**config.mk**
```make
export PLATFORM = sky130hd
export DESIGN_NAME = i2c_bus_arbiter
export DESIGN_NICKNAME = d
export VERILOG_FILES = /design/src/rtl/i2c_bus_arbiter.sv
export SDC_FILE = /design/constraint.sdc
export NUM_CORES = 1
export LEC_CHECK = 0
export CORE_MARGIN = 8
export CORE_UTILIZATION = 25
export CTS_CLUSTER_DIAMETER = 120
export DETAILED_ROUTE_END_ITERATION = 8
export GPL_ROUTABILITY_DRIVEN = 1
export SYNTH_ARGS = -nofsm -noshare
export SYNTH_HDL_FRONTEND = slang
export SYNTH_SLANG_ARGS = --single-unit
```
**constraint.sdc**
```tcl
create_clock -name clk -period 1.9 [get_ports clk]
set_clock_uncertainty 0.1 [all_clocks]
set_input_delay 0.19 -clock clk [delete_from_list [all_inputs] [get_ports clk]]
set_output_delay 0.19 -clock clk [all_outputs]
set_load 0.01 [all_outputs]
```
**src/rtl/i2c_bus_arbiter.sv**
```systemverilog
// ---------------------------------------------------------------------------
// i2c_bus_arbiter
//   Round-robin arbiter sharing one I2C master among N sensor sequencers.
//   A requester owns the bus for a whole transaction (while it holds req).
//   Master responses are routed only to the owner, and a watchdog
//   force-releases an owner that sees no sended/received pulse for TIMEOUT
//   cycles. A timed-out requester is locked out until it drops req.
//
// Handshake: a requester raises req and holds it until its transaction is
//   complete; gnt (registered, one-hot or zero) marks ownership. While
//   granted, the owner's start/send/receive/datasend drive the master
//   combinationally and the master's sended/received come back on the
//   owner's bit only. Dropping req ends ownership on the next edge.
//
// Ports:
//   clk, reset            clock, synchronous active-high reset
//   req[N]                per-requester bus request
//   gnt[N]                registered one-hot grant
//   start_in/send_in/receive_in[N], datasend_in[8N]   requester -> master
//   sended_out/received_out[N]  master responses routed to owner
//   datareceive_out[8]    master read data, broadcast
//   start/send/receive/datasend  to master
//   sended/received/datareceive/ready  from master
//   timeout, timeout_id   forced-release pulse and last timed-out index
//   state_o               FSM state (0 IDLE, 1 OWN, 2 DRAIN) for observation
// ---------------------------------------------------------------------------
module i2c_bus_arbiter #(
    parameter int N       = 2,
    parameter int TIMEOUT = 100000
) (
    input  logic           clk,
    input  logic           reset,
    input  logic [N-1:0]   req,
    output logic [N-1:0]   gnt,
    input  logic [N-1:0]   start_in,
    input  logic [N-1:0]   send_in,
    input  logic [N-1:0]   receive_in,
    input  logic [8*N-1:0] datasend_in,
    output logic [N-1:0]   sended_out,
    output logic [N-1:0]   received_out,
    output logic [7:0]     datareceive_out,
    output logic           start,
    output logic           send,
    output logic           receive,
    output logic [7:0]     datasend,
    input  logic           sended,
    input  logic           received,
    input  logic [7:0]     datareceive,
    input  logic           ready,
    output logic           timeout,
    output logic [2:0]     timeout_id,
    output logic [1:0]     state_o
);

    localparam int CW = $clog2(TIMEOUT + 1);

    typedef enum logic [1:0] {
        ST_IDLE  = 2'd0,
        ST_OWN   = 2'd1,
        ST_DRAIN = 2'd2
    } state_t;

    state_t         state_q;
    logic [2:0]     owner_q;
    logic [2:0]     last_q;
    logic [N-1:0]   lockout_q;
    logic [CW-1:0]  cnt_q;
    logic [N-1:0]   gnt_q;
    logic           timeout_q;
    logic [2:0]     timeout_id_q;

    logic           pick_valid_d;
    logic [2:0]     pick_idx_d;
    logic [N-1:0]   pick_oh_d;
    logic           owner_req;
    logic           resp;

    // Rotating priority: scan from the farthest offset to the nearest so the
    // first eligible index after last_q is the one left standing.
    always_comb begin
        pick_valid_d = 1'b0;
        pick_idx_d   = 3'd0;
        pick_oh_d    = '0;
        for (int k = N; k >= 1; k--) begin
            for (int i = 0; i < N; i++) begin
                if (((int'(last_q) + k) % N) == i && req[i] && !lockout_q[i]) begin
                    pick_valid_d = 1'b1;
                    pick_idx_d   = i[2:0];
                    pick_oh_d    = '0;
                    pick_oh_d[i] = 1'b1;
                end
            end
        end
    end

    // gnt_q is one-hot exactly while in OWN, so it doubles as the owner mask.
    assign owner_req = |(req & gnt_q);
    assign resp      = sended | received;

    always_comb begin
        start    = 1'b0;
        send     = 1'b0;
        receive  = 1'b0;
        datasend = 8'h00;
        for (int i = 0; i < N; i++) begin
            if (state_q == ST_OWN && gnt_q[i]) begin
                start    = start_in[i];
                send     = send_in[i];
                receive  = receive_in[i];
                datasend = datasend_in[8*i +: 8];
            end
        end
    end

    assign sended_out      = (state_q == ST_OWN) ? (gnt_q & {N{sended}})   : '0;
    assign received_out    = (state_q == ST_OWN) ? (gnt_q & {N{received}}) : '0;
    assign datareceive_out = datareceive;
    assign gnt             = gnt_q;
    assign timeout         = timeout_q;
    assign timeout_id      = timeout_id_q;
    assign state_o         = state_q;

    always_ff @(posedge clk) begin
        if (reset) begin
            state_q      <= ST_IDLE;
            owner_q      <= 3'd0;
            last_q       <= 3'(N - 1);
            lockout_q    <= '0;
            cnt_q        <= '0;
            gnt_q        <= '0;
            timeout_q    <= 1'b0;
            timeout_id_q <= 3'd0;
        end else begin
            timeout_q <= 1'b0;
            lockout_q <= lockout_q & req;
            case (state_q)
                ST_IDLE: begin
                    if (ready && pick_valid_d) begin
                        owner_q <= pick_idx_d;
                        gnt_q   <= pick_oh_d;
                        cnt_q   <= '0;
                        state_q <= ST_OWN;
                    end
                end
                ST_OWN: begin
                    cnt_q <= resp ? '0 : cnt_q + 1'b1;
                    // A voluntary release takes precedence over expiry.
                    if (!owner_req) begin
                        gnt_q   <= '0;
                        last_q  <= owner_q;
                        state_q <= ST_DRAIN;
                    end else if (cnt_q == CW'(TIMEOUT - 1) && !resp) begin
                        timeout_q    <= 1'b1;
                        timeout_id_q <= owner_q;
                        lockout_q    <= (lockout_q & req) | gnt_q;
                        gnt_q        <= '0;
                        last_q       <= owner_q;
                        state_q      <= ST_DRAIN;
                    end
                end
                ST_DRAIN: begin
                    if (ready) state_q <= ST_IDLE;
                end
                default: state_q <= ST_IDLE;
            endcase
        end
    end

endmodule

```
==> flow_summary.toml, run 1 <==
[run_status]
status = "completed"

[setup_path]
reg2reg_from = "cnt_q[5]"
r2r_cells = 5
crit_path_start_kind = "register"
cp_max_fo = 6
critPathArrivalTime_ns = 1.89
required_ns = 1.96
cp_num_cells = 5
r2r_slack_ns = 0.06
worstPathBufferInverterCount = 0
crit_slowest_cell = "or4b_1"
crit_path_end_kind = "register"
crit_chain = "or4b_1, nor4_2, a31oi_2, nor3_1, a21oi_1"
critical_path_class = "register to register"
r2r-end = "last_q[0]"
max_stage_delay_ns = 0.57
path_delay_family = "simple AND/OR/NAND/NOR gates"

[sta]
hold_ws_ns = 0.280
min_period_over_period_pct = 96.6
fmax_ghz = 0.545
setup_violations = 0
rsz0062_at_grt = "yes"
fin_crit_ns = 1.84
finalHoldViolCount = 0
slew_violations = 0
finalSetupTns_ns = 0

[flow_run]
maxCapViolations = 0

[logic_synthesis]
ys_seq_area_share_pct = 34.3
synth.top_cell.area_share_pct = 34.3
yosysTopAreaCell = "dfxtp_1"
syn_area_per_cell_um2 = 7.65
ys_types = 43
ys_ff_latch = 27
synth_area_leaders = "dfxtp_1 34%, a22o_1 6.7%, nor2_1 6.4%"
synthCells = 206
ys_warn_count = 0
syn_area_mm2 = 0.00158

[worst_hold_path]
hp-start = "datareceive[2]"
min_to = "datareceive_out[2]"
hold_depth = 0
worst_hold_path_type = "input port to output pin"

[floorplan]
ios = 68
die_h_um = 95.4
die_w_um = 95.4
initial_core_util_pct = 25.4
rows = 29
coreArea_mm2 = 0.00620
die_area_mm2 = 0.00910

[clock_network]
cts_buffers = 3
cts_sinks = 27
clockBufferDepth = 2
cts_tree = "built"
clk_pin_slew_ns = 0.09
clk-insertion-delay-late_ns = 0.27
cts_max_level = 1
cts-root-buf = "clkbuf_8"
cts_hold_buf = 0

[power_and_ir_drop]
powerDensity_mw_per_mm2 = 467
p_leak_nw = 0.926
irDropWorstVdd_mv = 0.308

[route]
detail-route-antenna-nets = 0
first_pass_iters = 4
wl_mm = 5.17
drt_iter0_drc = 86
wl_per_cell_um = 14.6
drt-vias-per-instance = 5.01
vias = 1772
drc = 0

[cells_and_area]
nNetsFinal = 316
drive_above_1_share_pct = 23.5
antenna_cells = 0
syn_to_final_growth_pct = 54.7
nFillCells = 639

[placed_design]
dp_hpwl_mm = 3.93
port_buffers = 49
routabilityCongestion = 0.808

[global_route]
grt_usage_pct = 10.6
antenna_found_initial = 0
grt_pass1_vias = 1639
grt_max_degree = 15
grt_pass1_wl_mm = 7.92
grt_overflow = 0
==> stage by stage <==
stage                     util, %  instances  power [mW]  area (um2)  setup WS, ns
after global placement       37.4        347       0.810        2320        -0.261
after floorplan                 -        207       0.690        1580        0.0303
after CTS                    38.0        351        1.14        2360       0.00847
final                        39.3        354        1.14        2440        0.0641
after detailed placement     37.4        347       0.811        2320        -0.266
after global routing         39.3        354        1.20        2440       -0.0478
==> placed cells by master, fill, tap and decap left out, types with 3 or more instances in the layout <==
cell type / n
clkbuf_8: 3
a22o_1: 12
clkbuf_2: 5
and3_1: 5
a21oi_1: 15
nor2_2: 3
dfxtp_1: 25
a22oi_1: 3
a31oi_1: 3
buf_4: 35
nand2_1: 15
clkdlybuf4s15_1: 6
nand3_1: 8
nor2_1: 24
nand2b_1: 3
nor3_1: 6
o21ai_0: 14
clkdlybuf4s50_1: 33
nand4_1: 5
dlygate4sd2_1: 4
==> repair_timing <==
item	4_1_cts	5_1_grt
setup endpoints to repair	15	29
resized for setup	19	39
setup buffers	0	2
pin swaps	0	3
endpoints found under the hold margin	0	0
cloned	0	1
==> flip-flops by register name, indices dropped and copies added, names as in the netlist <==
register	cells
state_o	2
lockout_q	2
gnt	2
timeout_id	1
timeout	1
cnt_q	17
owner_q	1
last_q	1
==> worst max path at each step <==
stage | start | to | slack [ns]
6_report | cnt_q[5] | last_q[0] | 0.06
3_3_place_gp | sended | last_q[0] | -0.26
5_1_grt | cnt_q[5] | last_q[0] | -0.05
3_5_place_dp | sended | last_q[0] | -0.27
2_1_floorplan | cnt_q[0] | timeout_id[0] | 0.03
4_1_cts | state_o[1] | cnt_q[16] | 0.008
==> final cells by class <==
| cell class | count | area, um2 | share of cell area, % |
|---|---|---|---|
| clock buffers | 4 | 45.0 | 1.85 |
| inverters | 2 | 7.51 | 0.308 |
| multi-input cells | 157 | 975 | 40.0 |
| flip-flops and latches | 27 | 546 | 22.4 |
| well taps | 77 | 96.3 | 3.95 |
| repair buffers | 87 | 768 | 31.5 |
==> per-layer routing <==
metal,share of wire [%],vias to the layer above,track usage [%]
li1,-,893,-
met1,43,823,13.0
met2,47,50,17.8
met3,9.4,6,2.83
met4,0.73,0,2.56
met5,0,-,0
==> synth_stat cells (all sizes together) <==
master,number
buf,13
o21ba,1
dfxtp,27
conb,1
nand4,5
nor4bb,1
a22o,12
a22oi,3
a21boi,1
a211oi,1
and3,5
or2,2
o22ai,1
inv,2
nand4b,1
ha,1
a311oi,4
a21oi,15
or3,2
a31oi,4
nor4,4
nor2b,2
nand3b,2
nor3,7
o21a,1
nor4b,1
nand2b,3
o31ai,1
nor2,27
mux2i,1
nor3b,2
o21ai,16
nand3,8
o41ai,1
nand2,15
or4b,3
clkbuf,8
and4,1
and2,1
==> power by group <==
part / switching [mW] / total [mW] / internal (mW)
registers: 0.00911 / 0.583 / 0.574
logic: 0.0944 / 0.225 / 0.131
clock network: 0.180 / 0.330 / 0.150
total: 0.283 / 1.14 / 0.855
==> kinds of logic after synthesis <==
logic type	count (synthesis)	share of synthesized area, %
DFF	27	34.3
AOI/OAI and AO/OA	61	25.3
other	1	0.238
buffers and inverters	23	8.10
adders and majority gates	1	0.794
muxes	1	0.635
and+or+nand+nor	92	30.7
Note: power is estimated with default switching activity, not from simulation.
==> run 2, diff against run 1 <==
Settings changed: CTS_CLUSTER_SIZE set to 16.
==> results of run 2 <==
Same layout as run 1: the final DEF is identical, and so are final timing and power.
==> run 3, diff against run 2 <==
Settings changed: CORE_UTILIZATION 25 to 38, GPL_ROUTABILITY_DRIVEN 1 to unset, PLACE_DENSITY set to 0.76.
==> flow_summary.toml, run 3 (synthesis gave the netlist of run 1 again) <==
[run_status]
status = "completed"

[global_route]
grt_pass1_vias = 1691
grt_max_degree = 15
grt_usage_pct = 14.6
grt_pass1_wl_mm = 7.67
antenna_found_initial = 0
grt_overflow = 0

[cells_and_area]
top_register = "cnt_q"
layout_commonest_cell = "clkdlybuf4s50_1"
antenna_cells = 0
drive_above_1_share_pct = 22.6
nNetsFinal = 313
postLayoutCoreUtil_pct = 59.3
syn_to_final_growth_pct = 50.7
final_cells = 324
mostFrequentLayoutCells = "34 x clkdlybuf4s50_1, 32 x buf_4, 25 x nor2_1"
largest_reg_flops = 17

[sta]
slew_violations = 0
setup_violations = 0
fin_crit_ns = 1.89
finalHoldViolCount = 0
rsz0062_at_grt = "yes"
fmax_ghz = 0.528
min_period_over_period_pct = 99.7

[setup_path]
critPathArrivalTime_ns = 1.95
max_stage_delay_ns = 0.67
cp_max_fo = 5
crit_path_start_kind = "input port"
crit_chain = "clkdlybuf4s50_1, or4b_2, nor4_2, a31oi_2, nor3_1, a21oi_1"
crit_slowest_cell = "or4b_2"
required_ns = 1.96
crit_path_end_kind = "register"
critical_path_class = "input port to register"

[floorplan]
ios = 68
die_w_um = 80.4
initial_core_util_pct = 39.4
die_area_mm2 = 0.00646
coreArea_mm2 = 0.00400
rows = 23
die_h_um = 80.4

[worst_hold_path]
worst_hold_path_type = "input port to output pin"

[route]
detail-route-antenna-nets = 0
wl_per_cell_um = 15.8
vias = 1770
wl_mm = 5.13
drt_iter0_drc = 145
drc = 0
first_pass_iters = 5
drt-vias-per-instance = 5.46

[clock_network]
cts_tree = "built"
clk-insertion-delay-late_ns = 0.28
cts-root-buf = "clkbuf_8"
clk_pin_slew_ns = 0.09
cts_buffers = 3
cts_hold_buf = 0
cts_max_level = 1
cts_sinks = 27
clockBufferDepth = 2

[placed_design]
port_buffers = 49
dp_hpwl_mm = 3.85
routabilityCongestion = 0.868
placed_cells = 316

[power_and_ir_drop]
p_seq_share_pct = 51.4
switchingPower_mw = 0.287
p_leak_nw = 0.919
p_int_mw = 0.849
power_frac_clock_pct = 29.5
pwr-share-comb_pct = 19.1
powerDensity_mw_per_mm2 = 479
irDropWorstVdd_mv = 0.437
netSwitchingFraction_pct = 25.3

[flow_run]
maxCapViolations = 0
run 3: cell types whose count changed in the layout (fill, tap and decap cells not counted), moves of 2 or more:
cell / delta
a311oi_2: -2
buf_4: -3
buf_2: +4
a311oi_1: +2
dfxtp_2: +2
clkbuf_2: -5
clkdlybuf4s15_1: -3
dlygate4sd2_1: +4
run 3: worst paths after layout:
kind         cells after the start                 end  slack [ns]            from
min reg2reg                      2          owner_q[0]        0.39      owner_q[0]
max reg2reg                      5           last_q[0]        0.02        cnt_q[6]
min                              0  datareceive_out[6]        0.28  datareceive[6]
max                              6           last_q[0]       0.006          sended
run 3: worst max-delay path, delay by kind of cell:
family                 cells  cell delay [ns]
AOI/OAI and AO/OA          2             0.26
and+or+nand+nor            3             1.06
buffers and inverters      1             0.45
run 3: what timing repair did:
| item | in CTS | in global routing |
|---|---|---|
| pin swaps | 0 | 2 |
| setup buffers | 2 | 1 |
| resized for setup | 26 | 26 |
| endpoints found under the setup margin | 16 | 28 |
| gates cloned | 0 | 1 |
run 3: routing by layer:
metal	track usage, %	share of wire [%]	vias to the layer above
met5	0	0	-
met2	26.1	52	52
li1	-	-	889
met4	4.00	1.1	0
met1	17.1	41	822
met3	2.79	5.4	7
run 3: power groups by stage:
stage	combinational [mW]	clock, mW	sequential (mW)
after floorplan	0.0911	0	0.599
after global placement	0.206	0	0.595
after detailed placement	0.210	0	0.595
after CTS	0.211	0.336	0.583
after global routing	0.231	0.357	0.585
final	0.217	0.335	0.584
run 3: cell type report:
type                       instances  area, um2
fill                             341       1630
inverter                           2       7.51
multi-input combinational        157        971
sequential                        27        544
clock buffer                       4       45.0
tap                               50       62.6
timing repair buffer              84        743
run 3: stage by stage:
step / total power, mW / TNS, ns / area, um2 / hold WS (ns) / setup WS, ns
CTS: 1.13 / 0 / 2320 / 0.280 / 0.00113
floorplan: 0.690 / 0 / 1580 / 0.252 / 0.0303
global placement: 0.801 / -1.62 / 2260 / 0.280 / -0.213
detailed placement: 0.805 / -2.24 / 2260 / 0.280 / -0.241
finish: 1.14 / 0 / 2370 / 0.280 / 0.00556
global route: 1.17 / -0.0848 / 2370 / 0.280 / -0.0512
